**src/rtl/dmul_uni_acc.sv**
```systemverilog
// Unipolar stochastic multiplier: two operands are compared against low-discrepancy
// sequences, ANDed into a product bitstream, and the ones are counted into prod.
module dmul_uni_acc #(
    parameter int WIDTH = 8,
    parameter int CW    = 2 * WIDTH
) (
    input  logic             clk,
    input  logic             rst,
    input  logic             start,
    input  logic             mode,
    input  logic [WIDTH-1:0] iA,
    input  logic [WIDTH-1:0] iB,
    input  logic             en,
    output logic             busy,
    output logic             oC,
    output logic             oValid,
    output logic             done,
    output logic [CW-1:0]    prod
);

    typedef enum logic [1:0] {IDLE, RUN, DONE} stateT;

    stateT            state;
    stateT            nextState;
    logic [WIDTH-1:0] aBuf;
    logic [WIDTH-1:0] bBuf;
    logic             modeBuf;
    logic [WIDTH-1:0] cntA;
    logic [WIDTH-1:0] cntB;
    logic [WIDTH-1:0] rngA;
    logic [WIDTH-1:0] rngB;
    logic             cmp;
    logic             lastStep;

    function automatic logic [WIDTH-1:0] bitRev(input logic [WIDTH-1:0] v);
        logic [WIDTH-1:0] r;
        for (int i = 0; i < WIDTH; i++) begin
            r[i] = v[WIDTH-1-i];
        end
        return r;
    endfunction

    // Fast mode uses the plain counter for B so the two streams stay decorrelated.
    always_comb begin
        rngA     = bitRev(cntA);
        rngB     = modeBuf ? cntA : bitRev(cntB);
        cmp      = (aBuf > rngA) & (bBuf > rngB);
        lastStep = (&cntA) & (modeBuf | (&cntB));
    end

    always_ff @(posedge clk or posedge rst) begin
        if (rst) begin
            state <= IDLE;
        end else begin
            state <= nextState;
        end
    end

    always_comb begin
        nextState = state;
        case (state)
            IDLE:    if (start) nextState = RUN;
            RUN:     if (en && lastStep) nextState = DONE;
            DONE:    nextState = IDLE;
            default: nextState = IDLE;
        endcase
    end

    always_comb begin
        busy = (state != IDLE);
        done = (state == DONE);
    end

    // Stalls freeze the counters and the accumulator, so en only shifts bits in time.
    always_ff @(posedge clk or posedge rst) begin
        if (rst) begin
            aBuf    <= '0;
            bBuf    <= '0;
            modeBuf <= 1'b0;
            cntA    <= '0;
            cntB    <= '0;
            prod    <= '0;
            oC      <= 1'b0;
            oValid  <= 1'b0;
        end else begin
            case (state)
                IDLE: begin
                    oValid <= 1'b0;
                    if (start) begin
                        aBuf    <= iA;
                        bBuf    <= iB;
                        modeBuf <= mode;
                        cntA    <= '0;
                        cntB    <= '0;
                        prod    <= '0;
                    end
                end
                RUN: begin
                    if (en) begin
                        oC     <= cmp;
                        oValid <= 1'b1;
                        prod   <= prod + {{(CW-1){1'b0}}, cmp};
                        cntA   <= cntA + 1'b1;
                        if (!modeBuf && (&cntA)) begin
                            cntB <= cntB + 1'b1;
                        end
                    end else begin
                        oValid <= 1'b0;
                    end
                end
                default: begin
                    oValid <= 1'b0;
                end
            endcase
        end
    end

endmodule

```
**config.mk**
```make
export PLATFORM = sky130hd
export DESIGN_NAME = dmul_uni_acc
export DESIGN_NICKNAME = d
export VERILOG_FILES = /design/src/rtl/dmul_uni_acc.sv
export SDC_FILE = /design/constraint.sdc
export NUM_CORES = 1
export LEC_CHECK = 0
export BUFFER_PORTS_ARGS = -buffer_cell sky130_fd_sc_hd__buf_2
export CAP_MARGIN = 20
export CORE_UTILIZATION = 57
export CTS_CLUSTER_DIAMETER = 200
export CTS_CLUSTER_SIZE = 40
export DETAILED_ROUTE_END_ITERATION = 6
export GPL_ROUTABILITY_DRIVEN = 0
export PLACE_DENSITY = 0.79
export SLEW_MARGIN = 20
export SYNTH_ARGS = -nofsm -noshare
export SYNTH_HDL_FRONTEND = slang
export SYNTH_SLANG_ARGS = --single-unit
export TNS_END_PERCENT = 5
```
**constraint.sdc**
```tcl
create_clock -name clk -period 3.75 [get_ports clk]
set_input_delay 0 -clock clk [delete_from_list [all_inputs] [get_ports clk]]
set_output_delay 0 -clock clk [all_outputs]
set_load 0.05 [all_outputs]
```
## Word level (Yosys, flattened, before mapping)

Index checks and enable logic that the tools add are counted.

- Add/subtract/negate cells: 3
- Equality and inequality tests: 6
- Bitwise logic cells: 3
- Reduce and logical (&&, ||, !) cells: 13
- Order comparisons: 2
- Muxes and demuxes: 15

Operators by type and width:

| cell | count |
|---|---|
| 8-bit 2-to-1 mux | 5 |
| 16-bit 2-to-1 mux | 2 |
| 16-bit one-hot mux with 2 select lines | 1 |
| 8-bit one-hot mux with 2 select lines | 2 |
| 16-bit by 1-bit adder with 16-bit output | 1 |
| 8-bit by 1-bit adder with 8-bit output, second input constant | 2 |
| 8-bit > comparator | 2 |
| 8-bit AND reduction | 2 |
| 2-bit inequality test, second input constant | 4 |
| 2-bit AND reduction | 3 |
| 2-bit 2-to-1 mux | 2 |
| 2-bit one-hot mux with 2 select lines | 1 |
| 4-bit AND reduction | 1 |
| 2-bit nonzero test | 2 |
| 3-bit AND reduction | 1 |
| 1-bit AND | 2 |
| 2-bit by 1-bit == test with 1-bit output, second input constant | 1 |
| 2-bit == test, second input constant | 1 |
| 1-bit logical AND | 2 |
| 2-bit zero test | 1 |
| 1-bit 2-to-1 mux | 2 |
| 1-bit zero test | 1 |
| 1-bit bitwise OR | 1 |

- Logic and storage cells: 51
- Output and inout port bits: 20
- Flip-flop bits (word level): 53

## Logic depth before layout (Yosys ltp)

- Depth after elaboration: 6
- Depth in mapped cells: 13

## Worst setup path after synthesis

Ideal clock, no wire load.

- Path type: register to register
- Start point: register modeBuf
- End point: register prod[7]
- Required time: 3.672 ns
- Buffers on the path: 2
- Cell stages (with the launch flop): 13
- Library setup time: 0.078 ns
- Data arrival time: 3.064 ns
- Clock period less this slack: 3.142 ns
- Slack: 0.608 ns
- Cells stage by stage: dfrtp_1 > clkbuf_1 > mux2_2 > ha_1 > nand4_1 > nor2_1 > a211oi_1 > o211a_1 > ha_1 > or4b_1 > buf_2 > or3_1 > a21oi_1

- Longest elaborated chain between the ends: 6

RTL lines:

| element | RTL line | text |
|---|---|---|
| start, declared | 27 | `logic modeBuf;` |
| start signal, assigned | 92 | `modeBuf <= mode;` |
| 8-bit 2-to-1 mux | 46 | `rngB = modeBuf ? cntA : bitRev(cntB);` |
| 8-bit > comparator | 47 | `cmp = (aBuf > rngA) & (bBuf > rngB);` |
| 1-bit AND | 47 |  |
| via cmp | 32 | `logic cmp;` |
| 16-bit by 1-bit adder with 16-bit output | 102 | `prod <= prod + {{(CW-1){1'b0}}, cmp};` |
| 16-bit 2-to-1 mux | 99 | `if (en) begin` |
| 16-bit one-hot mux with 2 select lines | 86 | `case (state)` |
| end signal, assigned | 102 |  |
| end, declared | 18 | `output logic [CW-1:0] prod` |

The timed path passes the listed nets, and every way through them passes these cells. The select of a mux whose other input is x is not followed.
A chain may end at the register's enable or synchronous reset.

## Worst setup path in the final report

- Start point: register modeBuf
- End point: register prod[12]

The elaborated chain is that of the path after synthesis.

==> flow_summary.yaml <==
status:
  status: "completed"
sta:
  post-route-period-util_pct: 88.3
  max_freq_mhz: 302
  drv_slew: 0
  tightestPinTransition_ps: 884
  tns_ps: 0
  fin_skew_ps: 10.4
  setup_violations: 0
  fin_crit_ps: 3310
  finalHoldViolCount: 0
  max_slew_margin_pct: 41.0
  rsz0062_at_grt: "no"
floorplanning:
  rows: 25
  initial_core_util_pct: 60.1
  core_um2: 4820
  dieHeight_um: 73.3
  dieWidth_um: 73.3
  io_pins: 41
  die-area_um2: 5370
setup_path:
  critical_path.startpoint: "modeBuf$_DFFE_PP0P_"
  r2r-start: "modeBuf$_DFFE_PP0P_"
  worstSetupStartpointType: "flip-flop"
  cp.required_ps: 3950
  cp-end-kind: "flip-flop"
  path_class: "reg -> reg"
  r2r_slack_ps: 440
  crit_path_max_fanout: 12
  r2r-end: "prod[12]$_DFFE_PP0P_"
  cp.arrival_ps: 3520
  reg2regPathDepth: 11
pwr:
  p_comb_share_pct: 34.9
  swShare_pct: 37.2
  ir_drop_mv: 0.483
  p_per_area_nw_per_um2: 506
  power.share.clock_pct: 18.6
  seqPwrFrac_pct: 46.5
  power.internal_mw: 1.08
  p_leak_nw: 1.55
  power.switching_uw: 642
placed_design:
  place_inst: 384
  dp_hpwl_mm: 4.19
  port_buffers: 40
clock_tree:
  cts_tree: "built"
  htree_levels: 2
  clockBufferDepth: 2
  clk_pin_slew_ps: 100
  cts.sinks: 53
  insertion_delay_ps: 310
  cts_resized: 0
  cts-root-buf: "clkbuf_8"
  cts-buffers-inserted: 5
yosys:
  syn_area_um2: 2890
  synthArstFlopShare_pct: 100
  synth_flop_cell: "dfrtp_1"
  synth_cell_types: 34
  syn-num-nets: 329
  syn_avg_cell_area_um2: 10.0
  synth_warnings: 0
  synth_cells: 288
  synth-edff-count: 0
  ys_seq_elements: 53
  seq_area_frac_synth_pct: 45.8
detailed_routing:
  drt_pass1_iterations: 4
  wl_met2_mm: 2.74
  vias: 2266
  routed-wl-met3_um: 219
  route.layer.met1.wl_mm: 2.94
  drtAntennaViolNets: 0
  viasPerCell: 5.53
  drc: 0
  first_iter_violations: 203
  wl_mm: 6.03
  routed.top_layer: "met4"
  routedWlPerCell_um: 14.7
final_layout:
  area_growth_pct: 17.9
  n_antenna_cell: 0
  finalNonFillerCells: 410
  fill_cells: 388
  drive_gt1_share_pct: 21.3
  fin_nets: 383
grt:
  grt_pass1_vias: 2181
  antenna_found_initial: 0
  grt-ovfl-total: 0
  grt_pass1_wl_mm: 10.2
  globalRouteTotalUtil_pct: 25.3
  grt_max_degree: 54
worst_hold_path:
  hold_class: "in -> reg"
  whs_endpoint: "cntB[2]$_DFFE_PP0P_"
  hold_path.startpoint: "start"
  min_path_cells: 3
flow_run:
  maxCapViolCount: 0
[flip-flops by register name, indices dropped and copies added (netlist names)]
signal and flops:
prod 16, cntB 8, modeBuf 1, oValid 1
aBuf 8, oC 1, cntA 8, bBuf 8
state 2
[how the worst max path moves through the flow]
stage / end / slack [ps] / depth (start not counted)
6_report: prod[12]$_DFFE_PP0P_ / 440 / 11
5_1_grt: prod[12]$_DFFE_PP0P_ / 240 / 11
4_1_cts: prod[12]$_DFFE_PP0P_ / 460 / 11
3_5_place_dp: prod[12]$_DFFE_PP0P_ / 490 / 11
3_3_place_gp: prod[7]$_DFFE_PP0P_ / 590 / 10
2_1_floorplan: prod[7]$_DFFE_PP0P_ / 610 / 12
[logic make-up (layout without fill, tap and decap cells)]
| group | Yosys count | after routing | share of synthesized area, % |
|---|---|---|---|
| and+or+nand+nor | 99 | 99 | 17.8 |
| AOI/OAI and AO/OA | 40 | 40 | 8.04 |
| DFF | 53 | 53 | 45.8 |
| muxes | 26 | 26 | 9.73 |
| buffers and inverters | 31 | 86 | 4.24 |
| xor gates and xnor gates | 19 | 19 | 5.75 |
| adders and majority gates | 20 | 20 | 8.65 |
[cells in the mapped netlist (3+ instances only)]
cell      count  area share (%)
or3_1         7             1.5
nand3_1      11             1.9
mux2_2       17             6.6
xor2_1        6             1.8
nor2b_1       3            0.65
nand2_1      20             2.6
nor3_2        4             1.4
a21oi_1      12             2.1
xnor2_1      13             3.9
o211ai_1      4             1.0
o21ai_0      17             2.9
nand4_1      10             2.2
nor2_1       28             3.6
mux2i_1       9             3.1
buf_2         5            0.86
nor3_1        4            0.69
clkbuf_1      7            0.91
dfrtp_1      53              46
ha_1         20             8.6
inv_1        18             2.3
[critical path, stage by stage, from the launching register on]
cell,delay (ps)
dfrtp_1,650
mux2_2,390
ha_1,280
nand4_1,90
nor2_1,50
a211oi_1,210
o211a_1,230
ha_1,210
or4b_1,600
nor3_1,260
xnor2_1,170
nor2_1,50
[stage by stage]
stage / setup slack [ps] / hold WS, ps / area (um2) / total power [mW] / util [%]
floorplan: 608 / 117 / 2890 / 1.24 / -
global placement: 594 / 208 / 3140 / 1.36 / 65.2
detailed placement: 489 / 219 / 3140 / 1.39 / 65.2
CTS: 462 / 3.36 / 3400 / 1.73 / 70.6
global route: 236 / 124 / 3410 / 1.86 / 70.8
finish: 437 / 102 / 3410 / 1.73 / 70.8
[power by group through the flow]
stage	Combinational [mW]	Sequential (mW)	Clock [mW]
CTS	0.601	0.802	0.325
floorplan	0.396	0.840	0
detailed placement	0.579	0.813	0
finish	0.603	0.803	0.320
global route	0.684	0.822	0.354
global placement	0.551	0.808	0
[placed cells by master, fill, tap and decap left out, types with 2 or more instances in the layout]
cell type	n
o211ai_1	4
a22o_1	2
nand3_1	11
nor3_2	4
mux2i_1	9
a21oi_1	12
or3_1	7
mux2_2	17
xor2_1	6
buf_2	40
or4b_1	2
xnor2_1	13
nand2_1	20
and3_1	2
o21ai_0	17
a21o_1	2
nor4_1	2
nor3_1	4
dfrtp_1	53
ha_1	20
nor2_1	27
clkbuf_8	5
dlygate4sd3_1	18
nor2b_1	3
clkinvlp_4	2
or4_1	2
nand4_1	10
inv_1	17
[layout make-up]
class                      instances  area (um2)  share of cell area (%)
sequential                        53        1330                    38.9
timing repair buffer              59         388                    11.4
clock inverter                     2        15.0                   0.440
inverter                          19        72.6                    2.13
multi-input combinational        204        1450                    42.6
tap                               67        83.8                    2.46
clock buffer                       6        72.6                    2.13
[per-layer routing]
layer / GRT usage (%) / up-vias
li1: - / 1105
met1: 35.3 / 1086
met2: 40.1 / 62
met3: 4.94 / 13
met4: 7.84 / 0
met5: 0 / -
[repair_timing]
action	4_1_cts	5_1_grt
setup buffers	0	0
hold endpoints to repair	17	53
hold buffers	17	1
endpoints found under the setup margin	0	0
(Power assumes the default switching activity.)
